$ cat src/rtl/ftdi_pkg.sv
// Shared types and FTDI async-FIFO timing defaults for the USB FIFO bridge.
package ftdi_pkg;

  typedef enum logic [2:0] {
    ST_IDLE,
    ST_WR_SETUP,
    ST_WR_PULSE,
    ST_RD_PULSE,
    ST_RECOVER
  } state_t;

  localparam int FTDI_WR_CYC    = 2;
  localparam int FTDI_RD_CYC    = 2;
  localparam int FTDI_RECOV_CYC = 1;
  localparam int CNT_W          = 8;

endpackage

$ cat src/rtl/ftdi_pkt_assembler.sv
// Collects read bytes into a wide packet register and runs the packet valid/ready handshake.
module ftdi_pkt_assembler #(
  parameter int PKT_BYTES = 8,
  parameter int CT_W      = 4
) (
  input  logic                   clock,
  input  logic                   reset,
  input  logic                   clear,
  input  logic                   store,
  input  logic [7:0]             din,
  input  logic [CT_W-1:0]        pkt_len,
  input  logic                   pkt_ready,
  output logic [PKT_BYTES*8-1:0] pkt_data,
  output logic                   pkt_valid,
  output logic [CT_W-1:0]        rd_ct,
  output logic                   room
);

  localparam int IDX_W = (PKT_BYTES > 1) ? $clog2(PKT_BYTES) : 1;

  logic [PKT_BYTES-1:0][7:0] lanes;
  logic [CT_W-1:0]           ct_next, len_eff;
  logic                      accept;

  assign len_eff  = (pkt_len > CT_W'(PKT_BYTES)) ? CT_W'(PKT_BYTES) : pkt_len;
  assign room     = rd_ct < len_eff;
  assign accept   = pkt_valid & pkt_ready;
  assign pkt_data = lanes;

  always_comb begin
    ct_next = rd_ct;
    if (clear || accept)   ct_next = '0;
    else if (store && room) ct_next = rd_ct + 1'b1;
  end

  // valid registered from the next count so it drops in the same cycle rd_ct clears
  always_ff @(posedge clock or posedge reset) begin
    if (reset) begin
      rd_ct     <= '0;
      pkt_valid <= 1'b0;
      lanes     <= '0;
    end else begin
      rd_ct     <= ct_next;
      pkt_valid <= (len_eff != '0) && (ct_next == len_eff);
      if (clear || accept)    lanes <= '0;
      else if (store && room) lanes[rd_ct[IDX_W-1:0]] <= din;
    end
  end

endmodule

$ cat src/rtl/ftdi_fifo_bridge.sv
// FT232H/FT2232H async-FIFO bridge: strobe timing FSM with round-robin read/write grant.
module ftdi_fifo_bridge
  import ftdi_pkg::*;
#(
  parameter int PKT_BYTES = 8,
  parameter int CT_W      = 4,
  parameter int WR_CYC    = FTDI_WR_CYC,
  parameter int RD_CYC    = FTDI_RD_CYC,
  parameter int RECOV_CYC = FTDI_RECOV_CYC
) (
  input  logic                   clock,
  input  logic                   reset,
  input  logic                   clear,
  input  logic                   rxf_n,
  input  logic                   txe_n,
  input  logic [7:0]             adbus_in,
  output logic [7:0]             adbus_out,
  output logic                   adbus_oe,
  output logic                   rd_n,
  output logic                   wr_n,
  input  logic                   rd_en,
  input  logic                   wr_en,
  input  logic [7:0]             tx_data,
  input  logic                   tx_valid,
  output logic                   tx_ready,
  input  logic [CT_W-1:0]        pkt_len,
  output logic [PKT_BYTES*8-1:0] pkt_data,
  output logic                   pkt_valid,
  input  logic                   pkt_ready,
  output logic [CT_W-1:0]        rd_ct,
  output logic                   busy
);

  localparam logic [CNT_W-1:0] WR_LD = CNT_W'(WR_CYC - 1);
  localparam logic [CNT_W-1:0] RD_LD = CNT_W'(RD_CYC - 1);
  localparam logic [CNT_W-1:0] RC_LD = CNT_W'((RECOV_CYC == 0) ? 0 : RECOV_CYC - 1);
  localparam state_t AFTER_STB = (RECOV_CYC == 0) ? ST_IDLE : ST_RECOVER;

  state_t           state, state_next;
  logic [CNT_W-1:0] cnt, cnt_next;
  logic [7:0]       wdata;
  logic             last_wr, last_wr_next;
  logic             load_wdata, store, room, rd_req, wr_req;

  assign rd_req = rd_en & ~rxf_n & room;
  assign wr_req = wr_en & ~txe_n & tx_valid;

  always_comb begin
    state_next   = state;
    cnt_next     = (cnt != '0) ? cnt - 1'b1 : '0;
    last_wr_next = last_wr;
    load_wdata   = 1'b0;
    store        = 1'b0;
    tx_ready     = 1'b0;
    case (state)
      ST_IDLE: begin
        // on contention, grant whichever direction did not win last time
        if (rd_req && (!wr_req || last_wr)) begin
          state_next   = ST_RD_PULSE;
          cnt_next     = RD_LD;
          last_wr_next = 1'b0;
        end else if (wr_req) begin
          state_next   = ST_WR_SETUP;
          last_wr_next = 1'b1;
          load_wdata   = 1'b1;
        end
      end
      ST_WR_SETUP: begin
        state_next = ST_WR_PULSE;
        cnt_next   = WR_LD;
      end
      ST_WR_PULSE: if (cnt == '0) begin
        tx_ready   = 1'b1;
        state_next = AFTER_STB;
        cnt_next   = RC_LD;
      end
      ST_RD_PULSE: if (cnt == '0) begin
        store      = 1'b1;
        state_next = AFTER_STB;
        cnt_next   = RC_LD;
      end
      ST_RECOVER: if (cnt == '0) state_next = ST_IDLE;
      default: state_next = ST_IDLE;
    endcase
    if (clear) begin
      state_next   = ST_IDLE;
      cnt_next     = '0;
      last_wr_next = 1'b1;
      load_wdata   = 1'b0;
      store        = 1'b0;
      tx_ready     = 1'b0;
    end
  end

  always_ff @(posedge clock or posedge reset) begin
    if (reset) begin
      state   <= ST_IDLE;
      cnt     <= '0;
      last_wr <= 1'b1;
      wdata   <= '0;
    end else begin
      state   <= state_next;
      cnt     <= cnt_next;
      last_wr <= last_wr_next;
      if (clear)           wdata <= '0;
      else if (load_wdata) wdata <= tx_data;
    end
  end

  assign rd_n      = (state != ST_RD_PULSE);
  assign wr_n      = (state != ST_WR_PULSE);
  assign adbus_oe  = (state == ST_WR_SETUP) || (state == ST_WR_PULSE);
  assign adbus_out = adbus_oe ? wdata : 8'h00;
  assign busy      = (state != ST_IDLE);

  ftdi_pkt_assembler #(.PKT_BYTES(PKT_BYTES), .CT_W(CT_W)) u_asm (
    .clock     (clock),
    .reset     (reset),
    .clear     (clear),
    .store     (store),
    .din       (adbus_in),
    .pkt_len   (pkt_len),
    .pkt_ready (pkt_ready),
    .pkt_data  (pkt_data),
    .pkt_valid (pkt_valid),
    .rd_ct     (rd_ct),
    .room      (room)
  );

endmodule
$ cat config.mk
export PLATFORM = sky130hd
export DESIGN_NAME = ftdi_fifo_bridge
export DESIGN_NICKNAME = d
export VERILOG_FILES = /design/src/rtl/ftdi_pkg.sv /design/src/rtl/ftdi_pkt_assembler.sv /design/src/rtl/ftdi_fifo_bridge.sv
export SDC_FILE = /design/constraint.sdc
export NUM_CORES = 1
export LEC_CHECK = 0
export ABC_AREA = 1
export CAP_MARGIN = 25
export CELL_PAD_IN_SITES_DETAIL_PLACEMENT = 1
export CELL_PAD_IN_SITES_GLOBAL_PLACEMENT = 2
export CORE_MARGIN = 4
export CORE_UTILIZATION = 31
export CTS_BUF_LIST = sky130_fd_sc_hd__clkbuf_4 sky130_fd_sc_hd__clkbuf_8 sky130_fd_sc_hd__clkbuf_16
export DETAILED_ROUTE_END_ITERATION = 7
export GPL_ROUTABILITY_DRIVEN = 0
export GPL_TIMING_DRIVEN = 0
export HOLD_SLACK_MARGIN = 0.1
export PLACE_DENSITY = 0.95
export SYNTH_ARGS = -nofsm -noshare
export SYNTH_HDL_FRONTEND = slang
export SYNTH_SLANG_ARGS = --single-unit
$ cat constraint.sdc
create_clock -name clock -period 4.7 [get_ports clock]
set_clock_uncertainty 0.2 [all_clocks]
set_input_delay 0.94 -clock clock [delete_from_list [all_inputs] [get_ports clock]]
set_output_delay 0.94 -clock clock [all_outputs]
set_load 0.01 [all_outputs]
==> results of run 1 <==
-- per-stage QoR --
| step | setup TNS (ps) | cells | setup slack, ps | hold WS (ps) |
|---|---|---|---|---|
| 3_3_place_gp | -8630 | 716 | -102 | 262 |
| 4_1_cts | 0 | 733 | 699 | 291 |
| 2_1_floorplan | 0 | 434 | 1250 | 235 |
| 6_report | 0 | 733 | 729 | 287 |
| 3_5_place_dp | 0 | 717 | 704 | 281 |
| 5_1_grt | 0 | 733 | 567 | 306 |
-- layer usage --
metal,track usage,wire (um)
met3,0.0530,937
met1,0.229,5580
met5,0,0
met4,0.0658,295
met2,0.309,6430
-- cells by family (layout without fill, tap and decap cells) --
family | Yosys count | count (layout)
AND/OR/NAND/NOR | 190 | 190
flip-flops | 89 | 89
AO/OA/AOI/OAI | 83 | 83
buffers and inverters | 60 | 187
XOR/XNOR | 7 | 7
adder cells (fa/ha/maj) | 5 | 5
-- worst register-to-register path: cells and delay by family (launching register included) --
| family | cells | cell delay [ps] |
|---|---|---|
| buffers and inverters | 1 | 100 |
| adders and majority gates | 1 | 190 |
| and+or+nand+nor | 10 | 1670 |
| DFF | 1 | 390 |
-- cell usage in the layout, fill, tap and decap left out, types with 2 or more instances in the layout --
master	synthesis	routed
o21ai_1	51	51
inv_1	42	41
inv_8	0	2
nand4_1	4	4
nand4_4	7	7
nor2_1	31	31
inv_6	0	2
nand3_1	79	79
o21ai_0	25	25
clkbuf_16	0	9
clkbuf_1	5	5
clkinv_8	0	2
dfrtp_1	88	88
xnor2_1	2	2
buf_6	5	5
buf_1	3	3
xor2_1	5	5
nand2_1	58	58
nor3_1	3	3
clkdlybuf4s50_1	0	110
inv_4	2	3
ha_1	5	5
buf_2	3	3
a21oi_1	2	2
-- state kept, by name, summed over array words and instances, names as in the netlist --
name,count
last_wr,1
wdata,8
u_asm.pkt_data,64
cnt,8
state,3
u_asm.pkt_valid,1
u_asm.rd_ct,4
-- power by group --
part | internal (mW) | total, mW | switching [mW]
clock | 0.380 | 0.739 | 0.359
combinational | 0.191 | 0.499 | 0.308
sequential | 0.816 | 0.853 | 0.0365
-- synth_stat cells --
| master | count |
|---|---|
| dfrtp_1 | 88 |
| nand3_1 | 79 |
| nand2_1 | 58 |
| o21ai_1 | 51 |
| inv_1 | 42 |
| nor2_1 | 31 |
| o21ai_0 | 25 |
| nand4_4 | 7 |
| buf_6 | 5 |
| clkbuf_1 | 5 |
| ha_1 | 5 |
| xor2_1 | 5 |
| nand4_1 | 4 |
| buf_1 | 3 |
| buf_2 | 3 |
| nor3_1 | 3 |
| a21oi_1 | 2 |
| inv_4 | 2 |
| xnor2_1 | 2 |
| a21boi_0 | 1 |
| a21oi_2 | 1 |
| dfstp_2 | 1 |
| nand2_2 | 1 |
| nand2_4 | 1 |
| nand3_4 | 1 |
| nor2_2 | 1 |
| nor2_8 | 1 |
| nor3_2 | 1 |
| o21a_1 | 1 |
| o21ai_2 | 1 |
| o31ai_1 | 1 |
| or2_1 | 1 |
| or2_2 | 1 |
-- how the worst max path moves through the flow --
stage          startpoint  slack (ps)  endpoint  cells past startpoint
6_report            clear         730  tx_ready                      6
5_1_grt             clear         570  tx_ready                      6
4_1_cts             clear         700  tx_ready                      6
3_5_place_dp        clear         700  tx_ready                      6
3_3_place_gp        reset        -100  wdata[1]                      2
2_1_floorplan       reset        1250    cnt[0]                      1
-- cell type report --
class | instances | area, um^2
Clock inverter | 7 | 81.3
Inverter | 44 | 173
Tap cell | 172 | 215
Buffer | 16 | 101
Multi-Input combinational cell | 285 | 1560
Sequential cell | 89 | 2230
Clock buffer | 9 | 225
Fill cell | 1505 | 7010
Timing Repair Buffer | 111 | 1130
==> run metrics, run 1 <==
initial antenna violation count=0; clk sinks=89; final wirelength=13200 um; Compound-Gate Fraction of Synth Area=0.106; critical path peak fanout=10; Skew-Pair Late Insertion Delay=roughly 350 ps; Crit path max-delay family=buffers and inverters; num rows=41; Clock Tree Buf Depth=2; post-synth top area share=0.543; htree depth=3; number of global-route vias before repair=4027; VDD IR max=0.000149 V; first-pass GRT wire length=roughly 21000 um; Adder-Cell Fraction of Synth Area=0.0154; mux contribution to synthesized area=0; Die X=~120 um; 1st-iter DRT viols=210; vias=~3600; synthesized netlist cell count=around 430; Yosys cell types=33; final hold violations=0; crit path cell chain=clkdlybuf4s50_1, inv_1, clkbuf_1, nand2_1, nor2_1, clkdlybuf4s50_1; yosys synthesis warning count=0; Total Nets Final=590; min-delay src=last_wr; hold_buf cts=0; crit path kind=input pin to output port; r2r endpoint=u_asm.pkt_valid; crit start category=input pin; LEAKAGE=2.48 nW; Slew @ Worst Pin=681 ps; num ports=111; CTS tree=yes; Max transition margin=0.546; drt via density=4.94; critical path data arrival time=2830 ps; post-layout util=0.449; Inserted Clock Buffers=9; biggest cell delay along the critical path=approximately 550 ps; clock-pin slew on the worst setup and hold paths=70 ps; Hold Path Class=register to register; Synth area leader=dfrtp_1; Crit-path slowest cell=clkdlybuf4s50_1; Hold Path End=last_wr; Final Cell Area=5710 um^2; Remaining DRCs=0; HPWL after DPL=around 9500 um; Setup-failing EPs final=0; Die Area=15000 um^2; All-Layer GR Usage=0.185; post_cts resized=0; XOR/XNOR share of the synthesized area=0.0151; largest family of logic cells by synthesized area=simple AND/OR/NAND/NOR gates; syn_nets=468; Area after DPL=5400 um^2; Max-cap violations=0; status=completed; Reg-to-Reg Start=cnt[0]; cells on worst reg2reg path=12; Critical Path Most Common Cell=clkdlybuf4s50_1; syn_area_per_cell=9.35 um^2; largest net degree at the start of global routing=75; Placeable Area=12700 um^2; worst path required time=around 3600 ps; fin. max-slew vios=0; Buf/Inv on CP=4; count of input and output buffers=110; Starting Density=0.319; Cells on Worst Hold Path=2; root buf cell=clkbuf_16; Fmax achieved=252 MHz; die height=between 100 and 150 um; Setup Fix Bufs, Post-CTS=0; R2R Setup Slk=2070 ps; synth top area cells=dfrtp_1 (54%), nand3_1 (9.7%), o21ai_1 (6.3%); total grt overflow=0; Routed WL per cell=18.1 um; Post-Synthesis Cell Area=4060 um^2; register bit total from synthesis=89; ant diodes=0; post-layout minimum cycle time=3970 ps; Pwr Total=roughly 2.1 mW; Final period util=0.845; Pre-antenna DRT Iters=4; Power Dens Cells=366 nW/um^2; Simple-Gate Fraction of Synth Area=0.247; RSZ-0062 raised after global routing=false; layout cells sized above 1=0.0802; sequential-to-total area share from yosys stat=0.549; number of routed nets with antenna violations=0; synthesis-to-layout area growth=40.7%; CP Capture Type=output port
Note: power is estimated with default switching activity, not from simulation.
==> run 2: changes to the inputs <==
--- a/config.mk
+++ b/config.mk
@@ -10,13 +10,13 @@
 export CELL_PAD_IN_SITES_DETAIL_PLACEMENT = 1
 export CELL_PAD_IN_SITES_GLOBAL_PLACEMENT = 2
 export CORE_MARGIN = 4
-export CORE_UTILIZATION = 31
+export CORE_UTILIZATION = 29
 export CTS_BUF_LIST = sky130_fd_sc_hd__clkbuf_4 sky130_fd_sc_hd__clkbuf_8 sky130_fd_sc_hd__clkbuf_16
 export DETAILED_ROUTE_END_ITERATION = 7
 export GPL_ROUTABILITY_DRIVEN = 0
 export GPL_TIMING_DRIVEN = 0
 export HOLD_SLACK_MARGIN = 0.1
-export PLACE_DENSITY = 0.95
+export PLACE_DENSITY = 0.9
 export SYNTH_ARGS = -nofsm -noshare
 export SYNTH_HDL_FRONTEND = slang
 export SYNTH_SLANG_ARGS = --single-unit
==> constraint.sdc (replaced) <==
create_clock -name clock -period 3.85 [get_ports clock]
set_clock_uncertainty 0.2 [all_clocks]
set_input_delay 0.77 -clock clock [delete_from_list [all_inputs] [get_ports clock]]
set_output_delay 0.77 -clock clock [all_outputs]
set_load 0.01 [all_outputs]
==> run metrics, run 2 (synthesis results as in run 1) <==
status=completed; post_cts resized=0; critical path peak fanout=10; All-Layer GR Usage=0.168; final wirelength=12900 um; Placeable Area=13500 um^2; first-pass GRT wire length=21500 um; initial antenna violation count=0; Pwr Total=2.51 mW; switching power=0.801 mW; VDD IR max=0.000170 V; num rows=42; number of global-route vias before repair=a little over 4000; total grt overflow=0; Area after DPL=between 5000 and 6000 um^2; combinational cell fraction of total power=0.243; worst path required time=2880 ps; hold_buf cts=0; post-layout minimum cycle time=3600 ps; htree depth=3; Power Internal=1.71 mW; Inserted Clock Buffers=9; Critical Path Most Common Cell=clkdlybuf4s50_1; max FFs per register=64; CP Capture Type=output port; most common cell after layout, fill and taps aside=clkdlybuf4s50_1; Skew-Pair Late Insertion Delay=340 ps; Clk network pwr share=0.341; LEAKAGE=2.47 nW; ant diodes=0; die height=126 um; Max-cap violations=0; Flop pwr share=0.415; CTS tree=yes; Final period util=0.936; Slew @ Worst Pin=738 ps; Starting Density=0.302; number of routed nets with antenna violations=0; Die Area=~16000 um^2; RSZ-0062 raised after global routing=false; count of input and output buffers=110; clock-pin slew on the worst setup and hold paths=70 ps; Die X=126 um; Remaining DRCs=0; HPWL after DPL=9430 um; drt via density=a little under 5; biggest cell delay along the critical path=around 540 ps; vias=3612; num ports=111; critical path data arrival time=2630 ps; synthesis-to-layout area growth=40.5%; crit path kind=input pin to output port; final hold violations=0; Total Nets Final=between 500 and 600; Hold Path Class=register to register; Power Dens Cells=~440 nW/um^2; largest net degree at the start of global routing=47; Routed WL per cell=about 17 um; Clock Tree Buf Depth=2; Final Cell Area=5700 um^2; Crit-path slowest cell=clkdlybuf4s50_1; Setup Fix Bufs, Post-CTS=0; Pre-antenna DRT Iters=6; crit start category=input pin; Fmax achieved=277 MHz; Setup-failing EPs final=0; commonest cells after routing, fill and taps aside=clkdlybuf4s50_1 (110), dfrtp_1 (88), nand3_1 (79); clk sinks=89; switching share of power=0.320; root buf cell=clkbuf_16; 1st-iter DRT viols=around 160; layout cells sized above 1=0.0802; fin. max-slew vios=0; crit path cell chain=clkdlybuf4s50_1, inv_1, clkbuf_1, nand2_1, nor2_1, clkdlybuf4s50_1; Max transition margin=0.508
## run 2: changes by cell type in the layout (fill, tap and decap cells not counted)
cell	previous run	this run
clkbuf_8	0	2
clkinv_2	0	1
clkinv_8	2	0
clkinvlp_4	0	2
inv_6	2	1
inv_8	2	0
## run 2: final timing paths
check                                 from  slack (ps)            endpoint  cells after the start
setup / recovery                     clear         250            tx_ready                      6
hold / removal                      cnt[0]         280              cnt[0]                      1
setup reg to reg           u_asm.pkt_valid        1250  u_asm.pkt_data[59]                      4
hold reg to reg                     cnt[0]         280              cnt[0]                      1
max in group asynchronous            reset        2120             last_wr                      3
min in group asynchronous            reset         650   u_asm.pkt_data[5]                      2
## run 2: routing by layer
metal  routed length [um]  GRT usage  vias to the layer above  share of wire
li1                     -          -                     1705              -
met1                 5720      0.216                     1783           0.44
met2                 6140      0.277                      106           0.48
met3                  763     0.0402                       18          0.059
met4                  245     0.0618                        0          0.019
met5                    0          0                        -              0
## run 2: power by group through the flow
| stage | clock, mW | sequential (mW) | combinational, mW |
|---|---|---|---|
| after CTS | 0.881 | 1.04 | 0.620 |
| after detailed placement | 0 | 1.06 | 0.614 |
| after global routing | 0.920 | 1.05 | 0.693 |
| after floorplan | 0 | 1.05 | 0.408 |
| final | 0.855 | 1.04 | 0.610 |
| after global placement | 0 | 1.05 | 0.590 |
## run 2: final cells by class
type                    instances  area (um^2)
fillers                      1572         7750
multi-input cells             285         1560
flip-flops and latches         89         2230
clock buffers                  11          253
clock inverters                 5         37.5
plain buffers                  16          101
repair buffers                111         1130
inverters                      44          173
well taps                     176          220
## run 2: metrics by stage
step | TNS, ps | hold WS [ps] | std cells | setup WS [ps] | utilization
2_1_floorplan | 0 | 235 | 434 | 575 | -
3_3_place_gp | -70610 | 259 | 720 | -806 | 0.400
3_5_place_dp | 0 | 267 | 721 | 203 | 0.402
4_1_cts | 0 | 286 | 737 | 199 | 0.424
5_1_grt | 0 | 309 | 737 | 68.9 | 0.424
6_report | 0 | 278 | 737 | 246 | 0.424
## run 2: worst max-delay path, delay by kind of cell
| family | cells | cell delay [ps] |
|---|---|---|
| buffers and inverters | 4 | 1640 |
| AND/OR/NAND/NOR | 2 | 230 |
==> run 3: changes to the inputs <==
--- a/config.mk
+++ b/config.mk
@@ -9,14 +9,14 @@
 export CAP_MARGIN = 25
 export CELL_PAD_IN_SITES_DETAIL_PLACEMENT = 1
 export CELL_PAD_IN_SITES_GLOBAL_PLACEMENT = 2
-export CORE_MARGIN = 4
-export CORE_UTILIZATION = 29
+export CORE_UTILIZATION = 26
 export CTS_BUF_LIST = sky130_fd_sc_hd__clkbuf_4 sky130_fd_sc_hd__clkbuf_8 sky130_fd_sc_hd__clkbuf_16
 export DETAILED_ROUTE_END_ITERATION = 7
 export GPL_ROUTABILITY_DRIVEN = 0
 export GPL_TIMING_DRIVEN = 0
 export HOLD_SLACK_MARGIN = 0.1
-export PLACE_DENSITY = 0.9
+export PLACE_DENSITY = 0.86
 export SYNTH_ARGS = -nofsm -noshare
 export SYNTH_HDL_FRONTEND = slang
 export SYNTH_SLANG_ARGS = --single-unit
+export TNS_END_PERCENT = 10
==> constraint.sdc (replaced) <==
create_clock -name clock -period 2.9 [get_ports clock]
set_clock_uncertainty 0.2 [all_clocks]
set_input_delay 0.58 -clock clock [delete_from_list [all_inputs] [get_ports clock]]
set_output_delay 0.58 -clock clock [all_outputs]
set_load 0.01 [all_outputs]
==> run metrics, run 3 (synthesis results as in run 1) <==
Max-cap violations=0; Max transition margin=0.606; switching share of power=0.318; Final period util=0.947; Routed WL per cell=17.4 um; worst path required time=~2100 ps; Power Internal=2.34 mW; dpl ws=-481 ps; Skew-Pair Late Insertion Delay=approximately 340 ps; Power Dens Cells=between 500 and 600 nW/um^2; Clock Tree Buf Depth=2; sequential cell area=about 2200 um^2; Hold Path Class=register to register; first-pass GRT wire length=21300 um; Die X=127 um; layout cells sized above 1=0.0943; post-layout util=0.379; ant diodes=0; Crit-path slowest cell=clkdlybuf4s50_1; synthesis-to-layout area growth=42.1%; number of routed nets with antenna violations=0; final hold slack=281 ps; CTS tree=yes; htree depth=3; count of input and output buffers=110; Die Area=16100 um^2; Final WS setup=153 ps; crit path cell chain=inv_1, nand2_1, inv_1, nand2_2, nand2_2, inv_2, nor2_1, clkdlybuf4s50_1; Inserted Clock Buffers=9; clock-pin slew on the worst setup and hold paths=60 ps; status=completed; drt via density=4.79; All-Layer GR Usage=0.173; number of global-route vias before repair=3970; 1st-iter DRT viols=approximately 160; CP Capture Type=output port; fin. max-slew vios=0; root buf cell=clkbuf_16; Total Nets Final=592; final hold violations=0; max FFs per register=64; Crit path max-delay family=buffers and inverters; critical path data arrival time=1970 ps; fill count=1779; post-layout minimum cycle time=2750 ps; crit path kind=register to output port; Pre-antenna DRT Iters=4; RSZ-0062 raised after global routing=false; R2R Setup Slk=260 ps; Setup-failing EPs final=0; most common cell after layout, fill and taps aside=clkdlybuf4s50_1; num ports=111; VDD IR max=0.000256 V; Placeable Area=15200 um^2; Fmax achieved=364 MHz; hold_buf cts=0; Pwr Total=3.43 mW; critical path peak fanout=8; Area after DPL=around 5400 um^2; crit start category=register; die height=127 um; Clk network pwr share=0.348; Flop pwr share=0.403; Remaining DRCs=0; num rows=45; final wirelength=between 10000 and 15000 um; HPWL after DPL=9540 um; Slew @ Worst Pin=590 ps; Buf/Inv on CP=4; combinational cell fraction of total power=0.249; initial antenna violation count=0; vias=3593; clk sinks=89; largest net degree at the start of global routing=43; Starting Density=0.267; total grt overflow=0; switching power=1.09 mW; Final Cell Area=5770 um^2; multi-input combinational cell area=1570 um^2; biggest cell delay along the critical path=540 ps; LEAKAGE=about 2.6 nW; commonest cells after routing, fill and taps aside=clkdlybuf4s50_1 (105), dfrtp_1 (88), nand3_1 (79)
run 3: layout make-up:
| class | count | share of cell area |
|---|---|---|
| Multi-Input combinational cell | 285 | 0.272 |
| Sequential cell | 89 | 0.387 |
| Clock buffer | 10 | 0.0404 |
| Timing Repair Buffer | 113 | 0.201 |
| Inverter | 44 | 0.0302 |
| Tap cell | 188 | 0.0408 |
| Buffer | 16 | 0.0182 |
| Clock inverter | 5 | 0.0111 |
run 3: routing by layer:
metal / up-vias / global-route usage / part of all wire
met2: 109 / 0.293 / 0.49
li1: 1701 / - / -
met4: 0 / 0.0490 / 0.017
met1: 1767 / 0.208 / 0.43
met5: - / 0 / 0
met3: 16 / 0.0574 / 0.062
run 3: worst paths after layout:
path / start / to / cells past startpoint
worst max-delay path: state[2] / adbus_out[4] / 8
min in group asynchronous: reset / u_asm.pkt_data[63] / 2
worst min register to register: last_wr / last_wr / 2
max in group asynchronous: reset / wdata[7] / 3
worst min-delay path: last_wr / last_wr / 2
worst max register to register: cnt[0] / u_asm.pkt_data[7] / 10
run 3: per-stage QoR:
stage               TNS, ps  std cells
floorplan                 0        434
global placement     -18760        732
detailed placement   -23830        734
CTS                   -7.56        749
global route              0        750
finish                    0        750
run 3: power by group through the flow:
stage / Sequential [mW] / Combinational [mW] / Clock [mW]
final: 1.38 / 0.854 / 1.19
after global routing: 1.39 / 0.962 / 1.28
after CTS: 1.38 / 0.830 / 1.23
after detailed placement: 1.41 / 0.826 / 0
after global placement: 1.40 / 0.788 / 0
after floorplan: 1.39 / 0.542 / 0
run 3: worst register-to-register path: stages, from the launching register on:
cell	delay, ps
dfrtp_1	390
inv_1	110
ha_1	210
nand4_1	150
nor3_2	240
nand3_1	270
nor2_8	330
nand4_4	190
buf_2	240
nand3_1	90
o21ai_1	90
run 3: what timing repair did:
action / in CTS / in global routing
resized for setup: 5 / 8
endpoints found under the setup margin: 32 / 47
setup buffers: 0 / 1
hold endpoints to repair: 0 / 0
pin swaps: 0 / 3
